[src/rtl/write_back_ctrl.sv]
// Write-back stage: registers ALU/multiply results onto register-file ports and merges CPSR writes; 1-cycle latency.
// ready_o is low only during the hi-half cycle of a single-port long multiply; no other backpressure.
module write_back_ctrl #(
  parameter int              XLEN      = 32,
  parameter int              REG_IDX_W = 4,
  parameter int              WR_PORTS  = 1,
  parameter logic [XLEN-1:0] CPSR_RST  = '0
) (
  input  logic                 clk,
  input  logic                 rst,
  input  logic                 valid_i,
  output logic                 ready_o,
  input  logic [REG_IDX_W-1:0] dest_i,
  input  logic [REG_IDX_W-1:0] dest_hi_i,
  input  logic                 write_dest_do_i,
  input  logic                 write_dest_m_i,
  input  logic                 write_dest_ml_i,
  input  logic                 write_cpsr_i,
  input  logic [XLEN/8-1:0]    cpsr_mask_i,
  input  logic [XLEN-1:0]      result_i,
  input  logic [2*XLEN-1:0]    m_result_i,
  output logic                 we0_o,
  output logic [REG_IDX_W-1:0] rw_i0_o,
  output logic [XLEN-1:0]      rw0_o,
  output logic                 we1_o,
  output logic [REG_IDX_W-1:0] rw_i1_o,
  output logic [XLEN-1:0]      rw1_o,
  output logic [XLEN-1:0]      cpsr_o
);

  typedef enum logic {IDLE, HI} state_t;

  state_t               state_q, state_d;
  logic                 we0_q, we0_d, we1_q, we1_d;
  logic [REG_IDX_W-1:0] idx0_q, idx0_d, idx1_q, idx1_d;
  logic [XLEN-1:0]      dat0_q, dat0_d, dat1_q, dat1_d;
  logic [XLEN-1:0]      cpsr_q, cpsr_d;
  logic [REG_IDX_W-1:0] hi_idx_q, hi_idx_d;
  logic [XLEN-1:0]      hi_dat_q, hi_dat_d;
  logic                 accept;

  assign ready_o = (state_q == IDLE);
  assign accept  = valid_i && ready_o;

  always_comb begin
    state_d  = state_q;
    we0_d    = 1'b0;
    we1_d    = 1'b0;
    idx0_d   = idx0_q;
    dat0_d   = dat0_q;
    idx1_d   = idx1_q;
    dat1_d   = dat1_q;
    cpsr_d   = cpsr_q;
    hi_idx_d = hi_idx_q;
    hi_dat_d = hi_dat_q;

    if (state_q == HI) begin
      // Second half of a single-port long multiply; lands after lo so hi wins on equal indices.
      we0_d   = 1'b1;
      idx0_d  = hi_idx_q;
      dat0_d  = hi_dat_q;
      state_d = IDLE;
    end else if (accept) begin
      if (write_dest_do_i) begin
        we0_d  = 1'b1;
        idx0_d = dest_i;
        dat0_d = result_i;
      end else if (write_dest_m_i) begin
        we0_d  = 1'b1;
        idx0_d = dest_i;
        dat0_d = m_result_i[XLEN-1:0];
      end else if (write_dest_ml_i) begin
        if (WR_PORTS == 2) begin
          we1_d  = 1'b1;
          idx1_d = dest_hi_i;
          dat1_d = m_result_i[2*XLEN-1:XLEN];
          if (dest_i != dest_hi_i) begin
            we0_d  = 1'b1;
            idx0_d = dest_i;
            dat0_d = m_result_i[XLEN-1:0];
          end
        end else begin
          we0_d    = 1'b1;
          idx0_d   = dest_i;
          dat0_d   = m_result_i[XLEN-1:0];
          hi_idx_d = dest_hi_i;
          hi_dat_d = m_result_i[2*XLEN-1:XLEN];
          state_d  = HI;
        end
      end else if (write_cpsr_i) begin
        for (int k = 0; k < XLEN/8; k++) begin
          if (cpsr_mask_i[k]) cpsr_d[8*k +: 8] = result_i[8*k +: 8];
        end
      end
    end
  end

  always_ff @(posedge clk) begin
    if (rst) begin
      state_q  <= IDLE;
      we0_q    <= 1'b0;
      we1_q    <= 1'b0;
      idx0_q   <= '0;
      dat0_q   <= '0;
      idx1_q   <= '0;
      dat1_q   <= '0;
      cpsr_q   <= CPSR_RST;
      hi_idx_q <= '0;
      hi_dat_q <= '0;
    end else begin
      state_q  <= state_d;
      we0_q    <= we0_d;
      we1_q    <= we1_d;
      idx0_q   <= idx0_d;
      dat0_q   <= dat0_d;
      idx1_q   <= idx1_d;
      dat1_q   <= dat1_d;
      cpsr_q   <= cpsr_d;
      hi_idx_q <= hi_idx_d;
      hi_dat_q <= hi_dat_d;
    end
  end

  assign we0_o   = we0_q;
  assign rw_i0_o = idx0_q;
  assign rw0_o   = dat0_q;
  assign we1_o   = (WR_PORTS == 2) ? we1_q  : 1'b0;
  assign rw_i1_o = (WR_PORTS == 2) ? idx1_q : '0;
  assign rw1_o   = (WR_PORTS == 2) ? dat1_q : '0;
  assign cpsr_o  = cpsr_q;

endmodule
[config.mk]
export PLATFORM = sky130hd
export DESIGN_NAME = write_back_ctrl
export DESIGN_NICKNAME = d
export VERILOG_FILES = /design/src/rtl/write_back_ctrl.sv
export SDC_FILE = /design/constraint.sdc
export NUM_CORES = 1
export LEC_CHECK = 0
export CELL_PAD_IN_SITES_DETAIL_PLACEMENT = 1
export CELL_PAD_IN_SITES_GLOBAL_PLACEMENT = 2
export CORE_ASPECT_RATIO = 0.8
export CORE_UTILIZATION = 23
export DETAILED_ROUTE_END_ITERATION = 6
export GPL_ROUTABILITY_DRIVEN = 0
export PLACE_DENSITY = 0.8
export SYNTH_ARGS = -nofsm -noshare
export SYNTH_HDL_FRONTEND = slang
export SYNTH_SLANG_ARGS = --single-unit
[constraint.sdc]
create_clock -name clk -period 1.8 [get_ports clk]
set_input_delay 0.36 -clock clk [delete_from_list [all_inputs] [get_ports clk]]
set_output_delay 0.36 -clock clk [all_outputs]
set_load 0.1 [all_outputs]
* Word level (Yosys, flattened, before mapping) *
Index checks and enable logic that the tools add are counted.

cells by class
  mux-type cells = 15
  bitwise logic cells = 5
  reduce and logical (&&, ||, !) cells = 10

operators with widths
  kind                 number
  two-way mux 32 bit   5
  AND reduction 7 bit  4
  two-way mux 4 bit    5
  two-way mux 1 bit    5
  NOT 1 bit            5
  AND reduction 5 bit  1
  OR reduction 5 bit   1
  nonzero test 4 bit   1
  AND reduction 2 bit  1
  nonzero test 2 bit   1
  logical AND 1 bit    1

word-level totals
  bits in registers = 106

* Depth between registers and ports, before layout *
Gate-level depths: netlist of run 1.

  word-level depth = 5
  gate-level depth with buffers = 6
  gate-level depth less buffers = 3

* Least setup slack after synthesis of run 1 *
No wires, ideal clock.

  path kind = flip-flop to flip-flop
  start point = register state_q
  end point = register dat0_q[19] (netlist: rw0_o[19])
  setup time = 119 ps
  data arrival time = 1924 ps
  required time = 1681 ps
  setup slack = -242 ps
  cell stages (with the launch flop) = 6
  path buffers = 2
  clock period less this slack = 2042 ps
  path through = dfxtp_1 buf_2 inv_2 clkbuf_1 nand2_1 a32o_1

on the way
  longest elaborated chain between the ends = 4

RTL lines
  what                                  line  source
  from (decl)                           33    state_t state_q, state_d;
  from (signal assigned)                111   state_q <= state_d;
  NOT 1 bit (no source line)            --
  via ready_o                           12    output logic ready_o,
  logical AND 1 bit                     43    assign accept = valid_i && ready_o;
  nonzero test 2 bit (no source line)   --
  AND reduction 2 bit (no source line)  --
  to (signal assigned)                  115   dat0_q <= dat0_d;
  to (decl)                             36    logic [XLEN-1:0] dat0_q, dat0_d, dat1_q, dat1_d;

The timed path passes the listed nets, and every way through them passes these cells.
A chain may end at the register's enable or synchronous reset.

* Final worst setup path of run 1 *
  start point = input port write_dest_m_i
  end point = register dat0_q[16] (netlist: rw0_o[16])

on the way
  longest elaborated chain between the ends = 4

RTL lines
  what                line  source
  from (decl)         16    input logic write_dest_m_i,
  two-way mux 32 bit  68    end else if (write_dest_m_i) begin
  two-way mux 32 bit  64    if (write_dest_do_i) begin
  two-way mux 32 bit  63    end else if (accept) begin
  two-way mux 32 bit  57    if (state_q == HI) begin

Several ways; a longest one is shown, not always the timed one. The select of a mux whose other input is x is not followed.

==> results of run 1 <==
state kept, by name (all words and copies together), names as in the netlist:
name,cells
state_q,1
cpsr_o,32
rw0_o,32
hi_idx_q,4
hi_dat_q,32
we0_o,1
rw_i0_o,4
placed cells by master, fill, tap and decap left out, drive strengths merged:
cell type	instances
inv	4
mux2i	44
o21ai	60
clkinvlp	1
clkbuf	10
nor3	1
nand3b	3
and3	1
dfxtp	106
a221oi	4
o31ai	1
nand2b	48
clkdlybuf4s50	111
or4b	1
nand2	33
nor3b	1
clkinv	3
a32o	32
a21oi	61
nor2	4
buf	109
nand4	24
nor4b	1
nor2b	1
conb	37
nand3	36
per-layer routing:
metal	GRT usage, %	up-vias	share of wire (%)
met5	0	-	0
met4	3.84	0	0.91
met3	3.74	11	5.4
met2	27.6	130	47
met1	23.2	2269	47
li1	-	2276	-
power groups by stage:
stage	logic [W]	registers, W	clock network [W]
floorplan	0.000735	0.00301	0
global placement	0.00188	0.00257	0
detailed placement	0.00189	0.00257	0
CTS	0.00190	0.00252	0.00202
global route	0.00196	0.00253	0.00212
finish	0.00188	0.00251	0.00194
worst max-delay path, stage by stage:
cell and delay [ns]:
clkdlybuf4s50_1 0.43, buf_4 0.16, o31ai_4 0.30, nor3b_4 0.26, buf_4 0.27, a32o_1 0.16
kinds of logic (layout without fill, tap and decap cells):
logic type | after synthesis | count (layout) | share of synthesized area [%]
AO/OA/AOI/OAI | 158 | 158 | 19.8
AND/OR/NAND/NOR | 154 | 154 | 17.1
flip-flops | 106 | 106 | 42.8
buffers and inverters | 93 | 238 | 11.3
multiplexers | 44 | 44 | 8.89
other | 1 | 37 | 0.0757
layout make-up:
type                            instances  area (sq um)  area share [%]
Inverter                                2          7.51          0.0929
Clock inverter                          6          47.5           0.588
Multi-Input combinational cell        393          2440            30.2
Tap cell                              269           337            4.16
Timing Repair Buffer                  220          2890            35.7
Sequential cell                       106          2120            26.3
Clock buffer                           10           239            2.96
how the worst max path moves through the flow:
stage                     from            to  slack (ns)  depth (start not counted)
6_report        write_dest_m_i     rw0_o[16]        0.15                          6
5_1_grt         write_dest_m_i     cpsr_o[4]        0.02                          6
4_1_cts         write_dest_m_i  hi_dat_q[22]        0.15                          6
3_5_place_dp    write_dest_m_i    cpsr_o[28]       -0.22                          6
3_3_place_gp    write_dest_m_i    cpsr_o[30]       -0.17                          6
2_1_floorplan  write_dest_do_i    cpsr_o[12]        0.15                          6
through the flow:
step | instance area, sq um | hold WS [ns]
4_1_cts | 8080 | 0.396
5_1_grt | 8080 | 0.399
3_3_place_gp | 7800 | 0.463
2_1_floorplan | 5090 | 0.454
3_5_place_dp | 7800 | 0.468
6_report | 8080 | 0.417
==> metrics.md, run 1 <==
| Metric | Value |
|---|---|
| Status | finished with violations |
| Failing checks | DRC |
| Final period utilization | about 92% |
| DRT Pass-1 Iters | 6 |
| Vias in the first global route | 4898 |
| TritonCTS Buffers | 9 |
| Die Y | 133 um |
| Period minus WS final | 1.65 ns |
| Biggest area consumer among synthesized cells | dfxtp_1 |
| Mapped Area | 4960 sq um |
| Comb pwr share | between 20% and 30% |
| Hold_buf cts | 0 |
| Share of the synthesized area in the top cell type | 42.8% |
| Die Wd | 166 um |
| Initial DRC Count | ~210 |
| Relative slew slack | between 40% and 50% |
| Synth top cells by count | dfxtp_1, a21oi_1, o21ai_1 |
| TritonCTS clock tree | done |
| Fin util | around 39% |
| Share of flip-flops with an asynchronous set or reset | 0% |
| Clock Sink Count | 106 |
| Fin Clk Skew | 0.00619 ns |
| R2r worst-path depth | 4 |
| HP Class | input port to register |
| Leakage power | 3.01 nW |
| Clock-pin slew on the worst setup and hold paths | 0.07 ns |
| Synth Instances | between 500 and 600 |
| Port Buffers | 184 |
| Reg2reg end | cpsr_o[13] |
| Dominant cells by area after synthesis | dfxtp_1, mux2i_1, a32o_1 |
| Syn-to-layout area delta | 63.1% |
| Largest net degree at the start of global routing | 38 |
| Internal | 0.00408 W |
| Unrepaired setup endpoints after global routing | no |
| Nets | between 800 and 900 |
| Wire per inst | between 15 and 20 um |
| CP Max Fanout | 17 |
| DR vias | 4686 |
| Maximum vdd drop | 0.000396 V |
| Placed insts | 990 |
| Hold_sp | rst |
| Layout fillers | 2307 |
| Endpoints failing setup | 0 |
| Total Routing Usage GR | 17.1% |
| Peak Freq | 604 MHz |
| WS Path Type | input port to register |
| Most frequent cell after synthesis | dfxtp_1 |
| Setup Buffers After CTS | 0 |
| Initial core utilization | between 20% and 30% |
| Longest Clk Path Bufs | 2 |
| Arrival time worst endpoint | 1.95 ns |
| Io pins | 222 |
| End point of the worst hold path | hi_dat_q[10] |
| Endpoints failing hold | 0 |
| H-tree Lvls | 3 |
| #FFs+latches synth | 106 |
| Antenna cell count | 0 |
| Fin. max-slew vios | 0 |
| R2r setup slk | about 0.30 ns |
| Pre-CTS setup slack | -0.218 ns |
| Share of cells above drive strength 1 | a little under a fifth |
| Worst Slack Setup Final | 0.146 ns |
| DR vias/cell | roughly 4.7 |
| First-pass GRT wire length | 29200 um |
| Required @ worst endpoint | between 2 and 2.5 ns |
| DP HPWL | about 14000 um |
| Setup TNS | 0 ns |
| Non-Filler Instances | 1006 |
| EDFF count, synth | 0 |
| Worst r2r src | state_q |
| Synth Warn # | 0 |
| # DRC | 13 |
| Worst setup SP type | input port |
| Die ar. | 22100 sq um |
| Clock share of power | 30.6% |
| Hold path cells | 2 |
| DRT antenna net count | 0 |
| Worst-Skew Late Latency | 0.35 ns |
| Power density over the cells | 784 nW/um^2 |
| Worst-margin pin slew | 0.782 ns |
| Clock Root Buffer | clkbuf_16 |
| Switching part of the total | 35.6% |
| Avg Inst Size Synth | 8.91 sq um |
| Initial antenna violation count | 0 |
| Post-CTS Resized | 0 |
| Reg power frac | 39.7% |
| Prevailing post-synth register cell | dfxtp_1 |
| Max-cap viol count | 0 |
| Core box area | 20900 sq um |
| Tot Pwr | 0.00634 W |
| Final wirelength | 18700 um |
| Row count | 47 |
| Post-synthesis cell type count | 26 |
| Worst setup EP type | register |
| GR Overflow Total | 0 |
| Switch Pwr | 0.00226 W |
| Sequential share of the synthesized area | 42.8% |
Power figures use the tool's default switching activity.
==> run 2: changes to the inputs <==
--- a/config.mk
+++ b/config.mk
@@ -9,6 +9,7 @@
 export CELL_PAD_IN_SITES_GLOBAL_PLACEMENT = 2
 export CORE_ASPECT_RATIO = 0.8
 export CORE_UTILIZATION = 23
+export CTS_CLUSTER_DIAMETER = 50
 export DETAILED_ROUTE_END_ITERATION = 6
 export GPL_ROUTABILITY_DRIVEN = 0
 export PLACE_DENSITY = 0.8
==> results of run 2 <==
Final layout, timing and power as in run 1 (identical DEF).
